==> config.mk <==
export PLATFORM = sky130hd
export DESIGN_NAME = ingress_dequeue
export DESIGN_NICKNAME = d
export VERILOG_FILES = /design/src/rtl/ingress_dequeue.sv
export SDC_FILE = /design/constraint.sdc
export NUM_CORES = 1
export LEC_CHECK = 0
export BUFFER_PORTS_ARGS = -buffer_cell sky130_fd_sc_hd__buf_2
export CAP_MARGIN = 25
export CORE_MARGIN = 3
export CORE_UTILIZATION = 59
export CTS_BUF_LIST = sky130_fd_sc_hd__clkbuf_2
export DETAILED_ROUTE_END_ITERATION = 10
export GPL_TIMING_DRIVEN = 0
export HOLD_SLACK_MARGIN = 0.06
export PLACE_DENSITY = 0.9
export SYNTH_ARGS = -nofsm -noshare
export SYNTH_HDL_FRONTEND = slang
export SYNTH_SLANG_ARGS = --single-unit
==> constraint.sdc <==
create_clock -name clk -period 3.58 [get_ports clk]
set_clock_uncertainty 0.15 [all_clocks]
set_input_delay 0.358 -clock clk [delete_from_list [all_inputs] [get_ports clk]]
set_output_delay 0.358 -clock clk [all_outputs]
set_load 0.01 [all_outputs]
==> src/rtl/ingress_dequeue.sv <==
// Ingress dequeue: four virtual output queues (VOQs) of packet descriptors plus a
// transmit FSM that walks the packet buffer for one granted descriptor at a time.
//
// Ports:
//   clk, reset                        sole clock, synchronous active-high reset
//   enq_valid/enq_voq/enq_len/enq_addr descriptor enqueue request
//   enq_drop                          one-cycle pulse: previous enqueue rejected
//   voq_empty[v]                      VOQ v holds no descriptor
//   sel_en/sel                        scheduler grant and granted VOQ
//   is_busy/busy_voq_num              transmission in progress and its VOQ
//   rd_en/rd_addr/tx_sop/tx_eop       packet-buffer read stream with word markers
//   grant_err                         one-cycle pulse: previous grant was illegal
module ingress_dequeue #(
    parameter int unsigned DEPTH = 8
) (
    input  logic       clk,
    input  logic       reset,
    input  logic       enq_valid,
    input  logic [1:0] enq_voq,
    input  logic [5:0] enq_len,
    input  logic [9:0] enq_addr,
    output logic       enq_drop,
    output logic [3:0] voq_empty,
    input  logic       sel_en,
    input  logic [1:0] sel,
    output logic       is_busy,
    output logic [1:0] busy_voq_num,
    output logic       rd_en,
    output logic [9:0] rd_addr,
    output logic       tx_sop,
    output logic       tx_eop,
    output logic       grant_err
);

    localparam int unsigned PW = (DEPTH > 1) ? $clog2(DEPTH) : 1;
    localparam int unsigned CW = PW + 1;

    typedef enum logic {StIdle, StSend} state_e;

    state_e      state_q, state_d;
    logic [5:0]  idx_q, idx_d;
    logic [5:0]  len_q;
    logic [9:0]  base_q;
    logic [1:0]  voq_q;
    logic        gerr_d;

    logic [15:0]   mem_q [4][DEPTH];
    logic [PW-1:0] wr_ptr_q [4];
    logic [PW-1:0] rd_ptr_q [4];
    logic [CW-1:0] cnt_q [4];

    logic        enq_ok;
    logic        pop;
    logic [3:0]  push_mask;
    logic [3:0]  pop_mask;
    logic [15:0] head;

    always_comb begin
        for (int v = 0; v < 4; v++) begin
            voq_empty[v] = (cnt_q[v] == '0);
        end
    end

    // Fullness is judged on the pre-pop count, so a full VOQ being popped still drops.
    assign enq_ok    = enq_valid && (enq_len != 6'd0) && (cnt_q[enq_voq] < CW'(DEPTH));
    assign pop       = (state_q == StIdle) && sel_en && !voq_empty[sel];
    assign push_mask = enq_ok ? (4'b0001 << enq_voq) : 4'b0000;
    assign pop_mask  = pop ? (4'b0001 << sel) : 4'b0000;
    assign head      = mem_q[sel][rd_ptr_q[sel]];

    // Descriptor storage carries no reset; validity is tracked by the counts.
    always_ff @(posedge clk) begin
        if (!reset && enq_ok) begin
            mem_q[enq_voq][wr_ptr_q[enq_voq]] <= {enq_len, enq_addr};
        end
    end

    always_ff @(posedge clk) begin
        if (reset) begin
            for (int v = 0; v < 4; v++) begin
                wr_ptr_q[v] <= '0;
                rd_ptr_q[v] <= '0;
                cnt_q[v]    <= '0;
            end
        end else begin
            for (int v = 0; v < 4; v++) begin
                if (push_mask[v]) wr_ptr_q[v] <= wr_ptr_q[v] + PW'(1);
                if (pop_mask[v])  rd_ptr_q[v] <= rd_ptr_q[v] + PW'(1);
                if (push_mask[v] && !pop_mask[v]) begin
                    cnt_q[v] <= cnt_q[v] + CW'(1);
                end else if (!push_mask[v] && pop_mask[v]) begin
                    cnt_q[v] <= cnt_q[v] - CW'(1);
                end
            end
        end
    end

    always_comb begin
        state_d = state_q;
        idx_d   = idx_q;
        gerr_d  = 1'b0;
        unique case (state_q)
            StIdle: begin
                if (sel_en) begin
                    if (voq_empty[sel]) begin
                        gerr_d = 1'b1;
                    end else begin
                        state_d = StSend;
                        idx_d   = 6'd0;
                    end
                end
            end
            StSend: begin
                // Re-grant of the busy VOQ is benign; any other grant is an error.
                if (sel_en && (sel != voq_q)) gerr_d = 1'b1;
                if (idx_q == len_q - 6'd1) begin
                    state_d = StIdle;
                    idx_d   = 6'd0;
                end else begin
                    idx_d = idx_q + 6'd1;
                end
            end
            default: state_d = StIdle;
        endcase
    end

    always_ff @(posedge clk) begin
        if (reset) begin
            state_q   <= StIdle;
            idx_q     <= 6'd0;
            len_q     <= 6'd0;
            base_q    <= 10'd0;
            voq_q     <= 2'd0;
            enq_drop  <= 1'b0;
            grant_err <= 1'b0;
        end else begin
            state_q   <= state_d;
            idx_q     <= idx_d;
            enq_drop  <= enq_valid && !enq_ok;
            grant_err <= gerr_d;
            if (pop) begin
                len_q  <= head[15:10];
                base_q <= head[9:0];
                voq_q  <= sel;
            end
        end
    end

    assign is_busy      = (state_q == StSend);
    assign busy_voq_num = is_busy ? voq_q : 2'd0;
    assign rd_en        = is_busy;
    assign rd_addr      = is_busy ? (base_q + {4'd0, idx_q}) : 10'd0;
    assign tx_sop       = is_busy && (idx_q == 6'd0);
    assign tx_eop       = is_busy && (idx_q == len_q - 6'd1);

endmodule

==> impl_results.rst <==
.. list-table::
   :header-rows: 1

   * - Metric
     - Value
   * - Slew of the pin with the lowest slew margin
     - 0.9798 ns
   * - Floorplan die area
     - 0.04297 mm2
   * - Count of final max-slew check failures
     - 0
   * - Crit path from
     - base_q[0]$_SDFFE_PP0N_
   * - Number of flops mapped to enable cells by yosys
     - 552
   * - Peak ir drop on the vdd network
     - 0.0003043 V
   * - Average cell area after synthesis
     - 18.46 um2
   * - Clock tree root buffer cell
     - sky130_fd_sc_hd__clkbuf_2
   * - Violations in the final reports
     - negative setup slack
   * - Routed Wire Length
     - 62.99 mm
   * - Ys flop type
     - sky130_fd_sc_hd__edfxtp_1
   * - Relative contribution of the clock network to total power
     - 33.7%
   * - Critical R2R Launch
     - cnt_q[3][3]$_DFFE_PP_
   * - Instance count after placement with tap cells included
     - 1893
   * - CTS clk-pin slew, worst paths
     - 0.13 ns
   * - Remaining routing DRC violations
     - 0
   * - Final setup violating endpoints
     - 1
   * - Area growth syn-to-layout
     - 14.01%
   * - Unrepaired setup endpoints after global routing
     - yes
   * - Layout filler cell count
     - 2276
   * - Worst-case clock buffer depth
     - 3
   * - Initial antenna violation count
     - 4
   * - Fraction of power consumed by combinational cells
     - 9.4%
   * - Yosys warnings
     - 0
   * - Pin count of the biggest net entering global routing
     - 34
   * - Normalized max-slew margin
     - 34.68%
   * - Pleak
     - 9.303 nW
   * - Gp weighted congestion
     - 0.9146
   * - Dominant cell type by count on the critical path
     - sky130_fd_sc_hd__o21ai_2
   * - Highest-delay cell along the critical path
     - sky130_fd_sc_hd__fa_2
   * - Outcome
     - finished, violations left
   * - Cell internal pwr
     - roughly 9.8 mW
   * - Setup crit end kind
     - output pin
   * - GRT Total Usage
     - 29.23%
   * - DPL Wire Length
     - ~39 mm
   * - Layout cells sized above 1
     - 34.10%
   * - Switching power as a share of total power
     - 26.49%
   * - Per-cell via count in the routed design
     - roughly 6.7
   * - Critical path, cell by cell
     - ha_4 > inv_2 > fa_2 > nor2b_4 > o21ai_2 > a21boi_2 > o21ai_2 > a21oi_2 > mux2i_1 > buf_2
   * - Setup slack of the critical path after layout
     - -0.001295 ns
   * - Number of nets in the layout
     - 1608
   * - Critical Path Fanout Max
     - 3
   * - Arrival @ worst endpoint
     - slightly above 3 ns
   * - ANT nets after route
     - 0
   * - Worst setup slack before clock tree synthesis
     - -0.4237 ns
   * - Critical Path Max Stage Delay
     - 0.38 ns
   * - Crit start category
     - flop
   * - Port-buffer cells
     - 45
   * - Effective utilization at floorplan
     - 59.89%
   * - Pwr per Cell Area
     - 487.6 mW/mm2
   * - Synthesized netlist cell count
     - 1295
   * - CP top delay family
     - adder cells
   * - Period minus WS final
     - about 3.6 ns
   * - Drt pass-1 iters
     - 9
   * - Cell row count
     - 73
   * - Number of H-tree branching levels
     - 4
   * - Clock latency on the worst-skew pair
     - between 1 and 1.5 ns
   * - I/O Pins
     - 46
   * - Global-route wire length before repair
     - 93.01 mm
   * - Clock sink count
     - 579
   * - Min-Delay Startpoint
     - enq_addr[1]
   * - Maximum clock frequency
     - 0.2792 GHz
   * - Net switching power figure
     - approximately 3.5 mW
   * - TritonCTS clock tree
     - built
   * - Die Height
     - about 210 um
   * - Post-synthesis net count
     - about 1300
   * - Power share of the sequential group
     - around 57%
   * - Die X-Extent
     - 207.3 um
   * - Path type of the worst setup path
     - reg2out
   * - Number of global-route vias before repair
     - 14870
   * - Number of violations of the max-capacitance limit
     - 0
   * - WL/cell
     - between 20 and 30 um
   * - Cell variety after synth
     - 56
   * - Post-route worst hold slack
     - approximately 0.097 ns
   * - Number of hold violations in the final report
     - 0
   * - Fin crit share
     - 100.0%
   * - Initial DRC Count
     - 2436
   * - Via count
     - 14660
   * - Data required time of the critical path
     - 3.07 ns
   * - Proportion of synthesized chip area in sequential cells
     - 71.60%
   * - FFs w/ async S/R, synth
     - 0%
   * - Total grt overflow
     - 0
   * - Kind of path behind the tightest hold check
     - in2reg
   * - Post-synthesis sequential element count
     - roughly 580
   * - Number of standard cells in the layout, taps in and fillers out
     - 2185
   * - TritonCTS buffer count
     - 136
   * - Post-synthesis cell area
     - 0.02390 mm2
   * - Worst path buffer plus inverter count
     - 2
   * - Core Footprint
     - ~0.04 mm2
==> metrics by stage <==
stage          utilization, %  power (mW)   TNS (ns)  instance area [um2]
6_report                68.28       13.29  -0.001295                27250
5_1_grt                 68.26       13.69    -0.3569                27250
4_1_cts                 67.67       13.18   -0.04361                27010
3_5_place_dp            63.60       8.823     -9.586                25390
3_3_place_gp            62.10       8.729    -253.37                24790
2_1_floorplan               -       8.374          0                23900
==> cells by family after synthesis <==
family          count (synthesis)  share of synthesized area [%]
fa+ha+maj                      29                          1.644
compound gates                154                          4.161
xor+xnor                       31                          1.167
buf+inv                        96                          2.156
simple gates                  230                          4.847
flops                         579                          71.60
mux                           176                          14.42
==> layer usage <==
| layer | wire length, um | up-vias | part of all wire (%) | track usage [%] |
|---|---|---|---|---|
| li1 | - | 5819 | - | - |
| met1 | 21150 | 7162 | 34 | 37.45 |
| met2 | 29140 | 1337 | 46 | 44.41 |
| met3 | 8767 | 333 | 14 | 10.73 |
| met4 | 3765 | 4 | 6.0 | 15.33 |
| met5 | 161 | - | 0.26 | 0 |
==> cells in the mapped netlist (all sizes together) (8+ instances only) <==
master | number | area (um2)
mux4 | 134 | 3018
a21o | 8 | 60.06
edfxtp | 552 | 16580
nor2 | 80 | 305.3
xnor2 | 19 | 173.9
inv | 25 | 93.84
a211oi | 41 | 307.8
and2 | 10 | 62.56
and3 | 11 | 68.82
a21oi | 52 | 260.3
clkbuf | 29 | 108.9
nor3 | 21 | 116.4
buf | 42 | 312.8
dfxtp | 27 | 540.5
mux2i | 35 | 350.3
nand3 | 10 | 50.05
ha | 25 | 312.8
nor2b | 33 | 206.5
nand2 | 37 | 138.9
o21ai | 28 | 143.9
xor2 | 12 | 105.1
==> flip-flops by register name, summed over array words and instances (netlist names) <==
| signal | count |
|---|---|
| rd_ptr_q | 12 |
| mem_q | 512 |
| voq_q | 2 |
| wr_ptr_q | 12 |
| len_q | 6 |
| base_q | 10 |
| cnt_q | 16 |
| idx_q | 6 |
| is_busy | 1 |
| grant_err | 1 |
| enq_drop | 1 |
==> power by group through the flow <==
stage / Combinational, mW / Clock (mW) / Sequential, mW
2_1_floorplan: 0.685 / 0 / 7.69
3_3_place_gp: 1.03 / 0 / 7.70
6_report: 1.25 / 4.47 / 7.56
4_1_cts: 1.16 / 4.46 / 7.56
3_5_place_dp: 1.11 / 0 / 7.71
5_1_grt: 1.30 / 4.82 / 7.57
==> worst reg2reg max path, cell delays in order, from the launching register on <==
cell and delay [ns]:
sky130_fd_sc_hd__edfxtp_1 0.46, sky130_fd_sc_hd__mux4_2 0.53, sky130_fd_sc_hd__a211o_1 0.31, sky130_fd_sc_hd__buf_6 0.16, sky130_fd_sc_hd__nor2_1 0.33, sky130_fd_sc_hd__and2_1 0.26, sky130_fd_sc_hd__nand2_1 0.26, sky130_fd_sc_hd__nor2_2 0.50
sky130_fd_sc_hd__buf_8 0.26
==> timing repair <==
action	CTS	global route
hold buffers	29	0
resized for setup	17	24
pin swaps	3	12
cloned	0	0
buffers inserted	3	15
setup endpoints to repair	6	41
hold endpoints to repair	602	0
==> layout make-up <==
class / instances / area [um2] / area share [%]
repair buffers: 122 / 1201 / 4.408
diodes: 3 / 7.507 / 0.02755
clock inverters: 32 / 230.2 / 0.8448
multi-input cells: 620 / 6472 / 23.75
plain buffers: 71 / 421.7 / 1.547
flip-flops and latches: 579 / 17130 / 62.85
well taps: 525 / 656.9 / 2.410
inverters: 25 / 93.84 / 0.3443
clock buffers: 208 / 1041 / 3.820
==> cells in the final DEF, fill, tap and decap left out, types with 33 or more instances in the layout <==
master                     count
sky130_fd_sc_hd__a211oi_1     41
sky130_fd_sc_hd__a21oi_1      49
sky130_fd_sc_hd__buf_2        61
sky130_fd_sc_hd__clkbuf_2    208
sky130_fd_sc_hd__edfxtp_1    552
sky130_fd_sc_hd__mux2i_1      35
sky130_fd_sc_hd__mux4_2      134
sky130_fd_sc_hd__nand2_1      36
sky130_fd_sc_hd__nor2_1       43
sky130_fd_sc_hd__nor2_2       33
==> final timing paths <==
check,endpoint,depth (start not counted),slack [ns]
hold / removal,mem_q[0][33]$_DFFE_PP_,2,0.1
setup / recovery,rd_addr[8],10,-0.001
hold reg to reg,voq_q[0]$_SDFFE_PP0N_,2,0.36
setup reg to reg,mem_q[3][40]$_DFFE_PP_,8,0.09
(Power assumes the default switching activity.)
